===== src/rtl/key_led_ctrl.sv =====
// key_led_ctrl: debounced multi-channel push-buttons driving per-channel OFF/ON/BLINK LEDs
module key_led_ctrl #(
  parameter int N_CH            = 4,
  parameter int DEBOUNCE_CYCLES = 1_000_000,
  parameter int TICK_DIV        = 50_000,
  parameter int HALF_TICKS      = 125,
  parameter int RATE_W          = 2
) (
  input  logic                sys_clk,
  input  logic                sys_rst,
  input  logic [N_CH-1:0]     key_n,
  input  logic [RATE_W-1:0]   rate,
  output logic [N_CH-1:0]     key_level,
  output logic [N_CH-1:0]     press_pulse,
  output logic [N_CH-1:0]     led,
  output logic [2*N_CH-1:0]   mode
);
  localparam int     DW   = $clog2(DEBOUNCE_CYCLES);
  localparam int     PW   = $clog2(TICK_DIV);
  localparam longint MAXL = longint'(HALF_TICKS) << (2 ** RATE_W - 1);
  localparam int     BW   = $clog2(MAXL + 1);

  typedef enum logic [1:0] {OFF = 2'b00, ON = 2'b01, BLINK = 2'b10} mode_e;

  logic [N_CH-1:0] s1_q, ks_q;
  logic [PW-1:0]   pcnt_q;
  logic [BW-1:0]   limit;
  logic            tick;

  assign tick  = pcnt_q == PW'(TICK_DIV - 1);
  assign limit = BW'(HALF_TICKS) << rate;

  always_ff @(posedge sys_clk) begin
    s1_q   <= sys_rst ? '1 : key_n;
    ks_q   <= sys_rst ? '1 : s1_q;
    pcnt_q <= (sys_rst || tick) ? '0 : pcnt_q + 1'b1;
  end

  for (genvar i = 0; i < N_CH; i++) begin : g_ch
    logic [DW-1:0] cnt_q;
    logic          lvl_q, lvl_d1_q, pp_q, ph_q, ph_d, led_q;
    logic [BW-1:0] bcnt_q, bcnt_d;
    mode_e         st_q, st_d;

    // the counter restarts whenever the synced key matches, so only an unbroken run is accepted
    always_ff @(posedge sys_clk) begin
      if (sys_rst) begin
        cnt_q    <= '0;
        lvl_q    <= 1'b1;
        lvl_d1_q <= 1'b1;
        pp_q     <= 1'b0;
      end else begin
        cnt_q    <= (ks_q[i] == lvl_q || cnt_q == DW'(DEBOUNCE_CYCLES - 1)) ? '0 : cnt_q + 1'b1;
        lvl_q    <= (ks_q[i] != lvl_q && cnt_q == DW'(DEBOUNCE_CYCLES - 1)) ? ks_q[i] : lvl_q;
        lvl_d1_q <= lvl_q;
        pp_q     <= lvl_d1_q & ~lvl_q;
      end
    end

    // a press outranks a blink toggle on the same edge
    always_comb begin
      st_d   = st_q;
      ph_d   = ph_q;
      bcnt_d = bcnt_q;
      if (pp_q) begin
        st_d   = st_q == OFF ? ON : st_q == ON ? BLINK : OFF;
        ph_d   = st_d == BLINK;
        bcnt_d = '0;
      end else if (st_q == BLINK && tick) begin
        bcnt_d = bcnt_q >= limit - 1'b1 ? '0 : bcnt_q + 1'b1;
        ph_d   = bcnt_q >= limit - 1'b1 ? ~ph_q : ph_q;
      end
    end

    always_ff @(posedge sys_clk) begin
      if (sys_rst) begin
        st_q   <= OFF;
        ph_q   <= 1'b0;
        bcnt_q <= '0;
        led_q  <= 1'b0;
      end else begin
        st_q   <= st_d;
        ph_q   <= ph_d;
        bcnt_q <= bcnt_d;
        led_q  <= st_d == BLINK ? ph_d : st_d == ON;
      end
    end

    assign key_level[i]   = lvl_q;
    assign press_pulse[i] = pp_q;
    assign led[i]         = led_q;
    assign mode[2*i +: 2] = st_q;
  end
endmodule

===== config.mk =====
export PLATFORM = sky130hd
export DESIGN_NAME = key_led_ctrl
export DESIGN_NICKNAME = d
export VERILOG_FILES = /design/src/rtl/key_led_ctrl.sv
export SDC_FILE = /design/constraint.sdc
export NUM_CORES = 1
export LEC_CHECK = 0
export ABC_AREA = 0
export BUFFER_PORTS_ARGS = -buffer_cell sky130_fd_sc_hd__buf_2
export CAP_MARGIN = 10
export CORE_UTILIZATION = 45
export CTS_CLUSTER_DIAMETER = 150
export DETAILED_ROUTE_END_ITERATION = 8
export HOLD_SLACK_MARGIN = 0.06
export PLACE_DENSITY = 0.69
export SLEW_MARGIN = 20
export SYNTH_ARGS = -nofsm -noshare
export SYNTH_HDL_FRONTEND = slang
export SYNTH_SLANG_ARGS = --single-unit

===== constraint.sdc =====
create_clock -name sys_clk -period 3.6 [get_ports sys_clk]
set_input_delay 0.9 -clock sys_clk [delete_from_list [all_inputs] [get_ports sys_clk]]
set_output_delay 0.9 -clock sys_clk [all_outputs]
set_load 0.1 [all_outputs]

==> flow_summary.json, run 1 <==
{
  "status": "complete, no violations",
  "mappedNetlistArea_sq_um": 8175,
  "synth_nets": 987,
  "crit_fanout": 10,
  "avgSynthCellArea_sq_um": 8.791,
  "synth_edf_count": 0,
  "area_growth_pct": 10.48,
  "arrival_ns": 3.15,
  "power_leakage_nw": 3.363,
  "synthTopCellsByArea": "dfxtp_1 (42%), nor2_1 (8.7%), xor2_1 (8.5%)",
  "fin_crit_ns": 2.850,
  "grt_pass1_wl_mm": 26.36,
  "drive_above_1_share_pct": 9.563,
  "path_depth": 11,
  "ir_worst_vdd_mv": 0.3020,
  "min_delay_path_depth": 2,
  "slew_headroom_pct": 54.08,
  "ys_top_cells_by_count": "nor2_1 (189), dfxtp_1 (172), xor2_1 (79), nand2_1 (68), nand3_1 (57)",
  "tightest_slew_ns": 0.6887,
  "htree_levels": 4,
  "setup-tns-final_ns": 0,
  "path_cells": "buf_2, inv_1, ha_1, inv_1, and3_1, ha_1, nand2_1, o41ai_1, o21ai_0, nand2_1, nor2_1",
  "hold_viol": 0,
  "cts_buffer_depth": 2,
  "antenna_found_initial": 0,
  "grt_max_degree": 27,
  "layout_worst_path_cycle_share_pct": 79.18,
  "core.rowCount": 48,
  "first_pass_iters": 4,
  "yosysTopAreaCellShare_pct": 42.12,
  "detailroute.via_count": 6076,
  "fillers": 1612,
  "cap_violations": 0,
  "ios": 28,
  "worstSkewPairLatency_ns": 0.42,
  "die_h_microns": 136.8,
  "cp_num_buf_inv": 3,
  "cpPeakStageDelay_ns": 0.46,
  "cts_buffers": 17,
  "synth_top_area_cell": "dfxtp_1",
  "synth-main-ff-cell": "dfxtp_1",
  "worstSetupStartpointType": "input port",
  "slew_viol_final": 0,
  "postCtsResizedCells": 0,
  "drcViolationCount": 0,
  "track_usage_pct": 17.70,
  "diodes": 0,
  "wl_mm": 15.11,
  "grt_overflow": 0,
  "clock_skew_ns": 0.01049,
  "yosysMostFrequentCell": "nor2_1",
  "fin_area_sq_um": 9032,
  "grt_pass1_vias": 5715,
  "max_freq_mhz": 350.8,
  "coreArea_sq_um": 17540,
  "cp_slowest_cell": "o41ai_1",
  "initialDrtViolationCount": 229,
  "ys_warn_count": 0,
  "post_cts_buffers": 0,
  "cts_root_buf": "clkbuf_16",
  "netlist_instances": 930,
  "synthArstFlopShare_pct": 0,
  "die_w_microns": 136.8,
  "cts_tree": "yes",
  "p_per_area_nw_per_um2": 419.2,
  "rsz0062_at_grt": "no",
  "place_area_sq_um": 8458,
  "clkTransAtPathRegs_ns": 0.07,
  "hold_class": "reg -> reg",
  "dp_hpwl_mm": 10.51,
  "worst_r2r_path_depth": 6,
  "crit_family": "simple AND/OR/NAND/NOR gates",
  "yosysSeqAreaShare_pct": 42.12,
  "fp.dieArea_sq_um": 18710,
  "critical_path_class": "in -> reg",
  "start_util_pct": 46.62,
  "synth-seq-cells": 172,
  "num-nets-final": 1007,
  "wl_per_cell_microns": 12.73,
  "required_ns": 3.90,
  "postCtsHoldBufs": 0,
  "setup_viol": 0,
  "gp_congestion": 0.7745,
  "ant_nets": 0,
  "worst_setup_path_end_kind": "flip-flop",
  "portBuffers": 27,
  "yosysUniqueCellTypes": 51,
  "routed_via_density": 5.119,
  "clkSinkCount": 172
}
per-layer routing:
metal | global-route usage, % | up-vias | share of wire [%]
li1 | - | 3211 | -
met4 | 8.120 | 0 | 1.4
met5 | 0 | - | 0
met2 | 27.47 | 71 | 44
met3 | 3.481 | 15 | 3.8
met1 | 23.66 | 2779 | 50
area by class of cell:
type / instances / area (sq um) / share of cell area [%]
Multi-Input combinational cell: 701 / 4467 / 49.45
Clock buffer: 18 / 429.2 / 4.751
Clock inverter: 13 / 141.4 / 1.565
Tap cell: 225 / 281.5 / 3.117
Sequential cell: 172 / 3443 / 38.12
Inverter: 26 / 97.59 / 1.080
Timing Repair Buffer: 32 / 172.7 / 1.912
registers in the layout, indices dropped and copies added, names as in the netlist:
name / count
g_ch.lvl_q: 4
ks_q: 4
g_ch.bcnt_q: 40
g_ch.cnt_q: 80
g_ch.st_q: 8
g_ch.lvl_d1_q: 4
pcnt_q: 16
g_ch.led_q: 4
g_ch.pp_q: 4
g_ch.ph_q: 4
s1_q: 4
layout by cell type, fill, tap and decap left out, types with 4 or more instances in the layout:
master and instances:
o41ai_1 4, nand2_1 68, clkbuf_16 17, nand4_1 34, xnor2_1 48, ha_1 49
or3_1 11, a21o_1 4, nor2b_1 5, dfxtp_1 172, and4_1 6, a21oi_1 20
clkinv_2 4, buf_4 5, and3_1 22, inv_1 25, nor3_2 4, or2_2 14
nor3_1 6, buf_2 27, nand2b_1 8, mux2i_1 13, nor4_1 14, xor2_1 79
nor2_1 189, o21ai_0 8, nor4_2 4, nand3_1 57
kinds of logic after synthesis:
group,share of synthesized area (%)
AOI/OAI and AO/OA,4.117
xor gates and xnor gates,13.61
adders and majority gates,7.499
buffers and inverters,3.290
DFF,42.12
muxes,1.729
and+or+nand+nor,27.64
tightest hold or removal path, delay by kind of cell (launching register included):
family	cells	cell delay [ns]
buffers and inverters	1	0.04
and+or+nand+nor	1	0.03
DFF	1	0.30
final timing paths:
path,start,to,slack (ns)
worst max register to register,pcnt_q[14],g_ch[3].led_q,1.16
worst min register to register,g_ch[0].lvl_d1_q,g_ch[0].pp_q,0.41
worst max-delay path,rate[1],g_ch[0].bcnt_q[0],0.75
worst min-delay path,g_ch[0].lvl_d1_q,g_ch[0].pp_q,0.41
metrics by stage:
stage	total power, mW	util, %	cells	hold WS (ns)	setup WS (ns)
detailed placement	2.041	48.23	1156	0.3937	0.3300
global route	3.921	51.51	1187	0.4312	0.4859
finish	3.786	51.51	1187	0.4088	0.7495
global placement	2.039	48.23	1156	0.3913	0.3963
CTS	3.829	51.48	1187	0.4075	0.7565
floorplan	2.013	-	930	0.3895	0.5442
where the power goes:
part           switching (mW)  internal [mW]  leakage, nW  total [mW]
Combinational          0.0548         0.0276         1.70      0.0824
Sequential            0.00530           1.91         1.39        1.92
Clock                   0.764           1.02        0.278        1.79
Total                   0.824           2.96         3.36        3.79
No activity file was read; power rests on OpenSTA's default activity.
==> run 2: changes to the inputs <==
clock period = 2.8 ns   (was 3.6 ns; I/O delays follow)
==> run 2 against run 1 <==
  * First-iteration DRC count grew 8.7%
  * Sequential power grew 28%
  * Sequential share of layout area shrank 0.63 points
  * Combinational power grew 48%
  * Flip-flop and latch count is the same
  * Via count grew 1.4%
  * Critical path type unchanged
  * Largest cell class unchanged
==> flow_summary.json, run 2 (same netlist as run 1, synthesis figures left out) <==
{
  "cp_slowest_cell": "ha_1",
  "die_w_microns": 136.8,
  "pre_cts_ws_ns": -0.1266,
  "fin_area_sq_um": 9184,
  "cts_buffer_depth": 2,
  "clkSinkCount": 172,
  "rsz0062_at_grt": "no",
  "postCtsResizedCells": 0,
  "layout_worst_path_cycle_share_pct": 88.14,
  "final_cell_mix": "nor2_1 (189), dfxtp_1 (172), xor2_1 (79)",
  "grt_max_degree": 22,
  "postCtsHoldBufs": 0,
  "whs_ns": 0.4082,
  "power_leakage_nw": 3.446,
  "regMostFlops": "g_ch.cnt_q",
  "startpoint": "rate[1]",
  "start_util_pct": 46.62,
  "coreArea_sq_um": 17540,
  "area_growth_pct": 12.34,
  "ant_nets": 0,
  "cp_num_buf_inv": 5,
  "cts_root_buf": "clkbuf_16",
  "worstSkewPairLatency_ns": 0.43,
  "worstSetupStartpointType": "input port",
  "post_cts_buffers": 0,
  "clock_skew_ns": 0.01503,
  "num-nets-final": 1027,
  "antenna_found_initial": 0,
  "diodes": 0,
  "fin_crit_ns": 2.468,
  "cpPeakStageDelay_ns": 0.29,
  "largest_register_ffs": 80,
  "arrival_ns": 2.79,
  "crit_family": "compound AO/OA/AOI/OAI gates",
  "slew_viol_final": 0,
  "grt_pass1_vias": 5686,
  "routed_via_density": 5.101,
  "reg_top3": "g_ch.cnt_q x80, g_ch.bcnt_q x40, pcnt_q x16",
  "ios": 28,
  "wl_mm": 15.33,
  "detailroute.via_count": 6162,
  "r2r-start": "pcnt_q[14]",
  "place_area_sq_um": 8641,
  "hold_viol": 0,
  "p_per_area_nw_per_um2": 520.5,
  "ir_worst_vdd_mv": 0.3533,
  "tightest_slew_ns": 0.6705,
  "cts_tree": "yes",
  "dp_hpwl_mm": 10.75,
  "grt_overflow": 0,
  "fp.dieArea_sq_um": 18710,
  "track_usage_pct": 17.74,
  "wl_per_cell_microns": 12.69,
  "initialDrtViolationCount": 249,
  "required_ns": 3.12,
  "grt_pass1_wl_mm": 26.35,
  "layout.cells.most_common": "nor2_1",
  "first_pass_iters": 5,
  "setup_ws_ns": 0.3322,
  "die_h_microns": 136.8,
  "hold_class": "reg -> reg",
  "setup-tns-final_ns": 0,
  "portBuffers": 27,
  "core.rowCount": 48,
  "slew_headroom_pct": 54.95,
  "setup_viol": 0,
  "max_freq_mhz": 405.2,
  "power_mw": 4.780,
  "clkTransAtPathRegs_ns": 0.07,
  "cap_violations": 0,
  "critical_path_class": "in -> reg",
  "gp_congestion": 0.7861,
  "drive_above_1_share_pct": 11.50,
  "path_cells": "buf_2, inv_1, ha_1, inv_1, and3_1, buf_4, ha_1, o21ai_0, o31ai_1, o21ai_0, buf_4, xor2_1, o41ai_1",
  "crit_fanout": 7,
  "htree_levels": 4,
  "status": "complete, no violations",
  "drcViolationCount": 0,
  "cts_buffers": 17,
  "min-delay-start": "g_ch[1].lvl_d1_q",
  "worst_setup_path_end_kind": "flip-flop"
}
-- run 2: changes by cell type in the layout (fill, tap and decap cells not counted) --
cell and delta:
buf_12 +2, o21ai_1 +1, o21ai_2 -1, clkinvlp_4 +3
inv_6 +2, o41ai_1 -1, o41ai_2 +1, clkinv_4 -1
inv_8 +1, buf_4 +18, clkinv_2 -2, bufinv_16 -2
-- run 2: metrics by stage --
stage / utilization [%] / cells
final: 52.37 / 1208
after global routing: 52.37 / 1208
after CTS: 52.37 / 1208
after detailed placement: 49.27 / 1176
after global placement: 49.27 / 1176
after floorplan: - / 930
-- run 2: power breakdown --
group          switching (mW)  internal (mW)
sequential            0.00693           2.46
combinational          0.0731         0.0488
clock                    1.04           1.15
total                    1.12           3.66
-- run 2: routing by layer --
layer / routed length, microns / global-route usage, %
met5: 0 / 0
met4: 259 / 7.692
met3: 428 / 3.815
met2: 7067 / 28.34
met1: 7573 / 23.00
-- run 2: final cells by class --
| cell class | instances | area (sq um) |
|---|---|---|
| fill | 1637 | 8353 |
| sequential | 172 | 3443 |
| clock buffer | 18 | 429.2 |
| clock inverter | 14 | 113.9 |
| inverter | 26 | 97.59 |
| multi-input combinational | 701 | 4471 |
| tap | 225 | 281.5 |
| timing repair buffer | 52 | 347.8 |
-- run 2: path summary, 6_finish.rpt --
check / end / slack [ns] / cells past startpoint
setup / recovery: g_ch[1].led_q / 0.33 / 13
hold / removal: g_ch[1].pp_q / 0.41 / 2
setup reg to reg: g_ch[3].led_q / 0.39 / 6
hold reg to reg: g_ch[1].pp_q / 0.41 / 2
-- run 2: worst reg2reg max path: stages, from the launching register on --
cell,delay [ns]
dfxtp_1,0.36
or3b_4,0.46
or3_4,0.53
or3_1,0.52
nor4_1,0.22
mux2i_1,0.11
o311ai_0,0.11
==> run 3: changes to the inputs <==
CELL_PAD_IN_SITES_DETAIL_PLACEMENT = 1   (was not set)
CELL_PAD_IN_SITES_GLOBAL_PLACEMENT = 2   (was not set)
CORE_UTILIZATION = 39   (was 45)
PLACE_DENSITY = 0.87   (was 0.69)
==> run 3 against run 2 <==
  * Critical path depth unchanged
  * Worst setup slack got worse by 0.041 ns
  * Sequential share of layout area decreased by 0.24 points
  * Critical endpoint unchanged
==> flow_summary.json, run 3 (same netlist as run 1, synthesis figures left out) <==
{
  "status": "complete, no violations",
  "reg2reg_slack_ns": 0.30,
  "diodes": 0,
  "cts_root_buf": "clkbuf_16",
  "hold_class": "reg -> reg",
  "grt_overflow": 0,
  "sequentialPowerShare_pct": 50.7,
  "die_h_microns": 146.8,
  "num-nets-final": 1027,
  "layout_worst_path_cycle_share_pct": 89.61,
  "gp_congestion": 0.7428,
  "grt_pass1_vias": 6605,
  "slew_headroom_pct": 54.69,
  "postCtsHoldBufs": 0,
  "layout.cells.most_common": "nor2_1",
  "initialDrtViolationCount": 203,
  "area_growth_pct": 13.05,
  "portBuffers": 27,
  "dp_cells": 1221,
  "grt_max_degree": 26,
  "fp.dieArea_sq_um": 21550,
  "cts_buffer_depth": 2,
  "htree_levels": 4,
  "worstSkewPairLatency_ns": 0.43,
  "whs_ns": 0.4110,
  "crit_fanout": 6,
  "largest_register_ffs": 80,
  "stdcell_count": 1253,
  "ir_worst_vdd_mv": 0.3388,
  "cp_slowest_cell": "ha_1",
  "cts_buffers": 17,
  "setup_viol": 0,
  "fillers": 2407,
  "drcViolationCount": 0,
  "routed_via_density": 5.092,
  "wl_mm": 18.33,
  "fin_crit_ns": 2.509,
  "first_pass_iters": 6,
  "hold_viol": 0,
  "worstSetupStartpointType": "input port",
  "grt_pass1_wl_mm": 31.97,
  "ant_nets": 0,
  "required_ns": 3.12,
  "path_cells": "buf_2, inv_1, ha_1, inv_1, and3_1, buf_4, ha_1, o21ai_0, o31ai_1, o21ai_0, buf_4, xor2_1, o41ai_1",
  "clkTransAtPathRegs_ns": 0.07,
  "postCtsResizedCells": 0,
  "ios": 28,
  "switching_share_pct": 22.67,
  "worst_setup_path_end_kind": "flip-flop",
  "cap_violations": 0,
  "regMostFlops": "g_ch.cnt_q",
  "arrival_ns": 2.83,
  "p_int_mw": 3.756,
  "slew_viol_final": 0,
  "cts_tree": "yes",
  "cpPeakStageDelay_ns": 0.29,
  "cp_num_buf_inv": 5,
  "power_leakage_nw": 3.455,
  "clkSinkCount": 172,
  "p_per_area_nw_per_um2": 525.5,
  "max_freq_mhz": 398.5,
  "p_sw_mw": 1.101,
  "detailroute.via_count": 6380,
  "clock_skew_ns": 0.009173,
  "rsz0062_at_grt": "no",
  "antenna_found_initial": 0,
  "drive_above_1_share_pct": 11.50,
  "p_clk_share_pct": 46.7,
  "post_cts_buffers": 0,
  "critical_path_class": "in -> reg",
  "tightest_slew_ns": 0.6745,
  "reg_top3": "g_ch.cnt_q x80, g_ch.bcnt_q x40, pcnt_q x16",
  "core.rowCount": 52,
  "die_w_microns": 146.8,
  "wl_per_cell_microns": 14.63,
  "combPwrFrac_pct": 2.6,
  "coreArea_sq_um": 20360,
  "final_cell_mix": "nor2_1 (189), dfxtp_1 (172), xor2_1 (79)",
  "track_usage_pct": 18.19,
  "crit_family": "compound AO/OA/AOI/OAI gates",
  "dp_hpwl_mm": 13.05,
  "start_util_pct": 40.15
}
==> run 3: cell types whose count changed in the layout (fill, tap and decap cells not counted), sizes merged <==
cell	change
inv	-3
bufinv	+1
clkbuf	+1
clkinv	+2
clkinvlp	-1
==> run 3: path summary, 6_finish.rpt <==
check                           depth (start not counted)             start             to
worst min-delay path                                    2  g_ch[1].lvl_d1_q   g_ch[1].pp_q
worst max register to register                          8         pcnt_q[0]  g_ch[1].led_q
worst min register to register                          2  g_ch[1].lvl_d1_q   g_ch[1].pp_q
worst max-delay path                                   13           rate[1]  g_ch[1].led_q
==> run 3: layout make-up <==
type                       instances  area (sq um)  area share (%)
clock buffer                      19         442.9           4.792
clock inverter                    13         115.1           1.245
inverter                          26         97.59           1.056
multi-input combinational        701          4471           48.37
sequential                       172          3443           37.25
tap                              270         337.8           3.655
timing repair buffer              52         335.3           3.628
==> run 3: metrics by stage <==
step | power (mW) | cell area (sq um) | setup WS, ns | utilization [%] | setup TNS [ns]
final | 4.857 | 9243 | 0.2909 | 45.39 | 0
after global routing | 5.049 | 9243 | 0.1165 | 45.39 | 0
after CTS | 4.928 | 9243 | 0.2865 | 45.39 | 0
after detailed placement | 2.649 | 8685 | -0.1267 | 42.65 | -3.120
after global placement | 2.644 | 8685 | -0.04046 | 42.65 | -0.2423
after floorplan | 2.589 | 8183 | 0.005503 | - | 0
==> run 3: power groups by stage <==
stage | Combinational, mW | Clock (mW) | Sequential (mW)
6_report | 0.127 | 2.27 | 2.46
5_1_grt | 0.146 | 2.44 | 2.46
4_1_cts | 0.131 | 2.33 | 2.46
3_5_place_dp | 0.130 | 0 | 2.52
3_3_place_gp | 0.126 | 0 | 2.52
2_1_floorplan | 0.0715 | 0 | 2.52
==> run 3: worst register-to-register path: cells and delay by family, from the launching register on <==
family                     cells  cell delay [ns]
AOI/OAI and AO/OA              2             0.47
xor gates and xnor gates       1             0.15
buffers and inverters          1             0.18
and+or+nand+nor                3             1.01
adders and majority gates      1             0.22
DFF                            1             0.37
==> run 3: per-layer routing <==
layer / GRT usage, % / up-vias / wire length, microns
met5: 0 / - / 0
met4: 5.833 / 0 / 340
met3: 3.820 / 23 / 463
met2: 31.45 / 56 / 8774
met1: 22.46 / 3066 / 8754
li1: - / 3235 / -
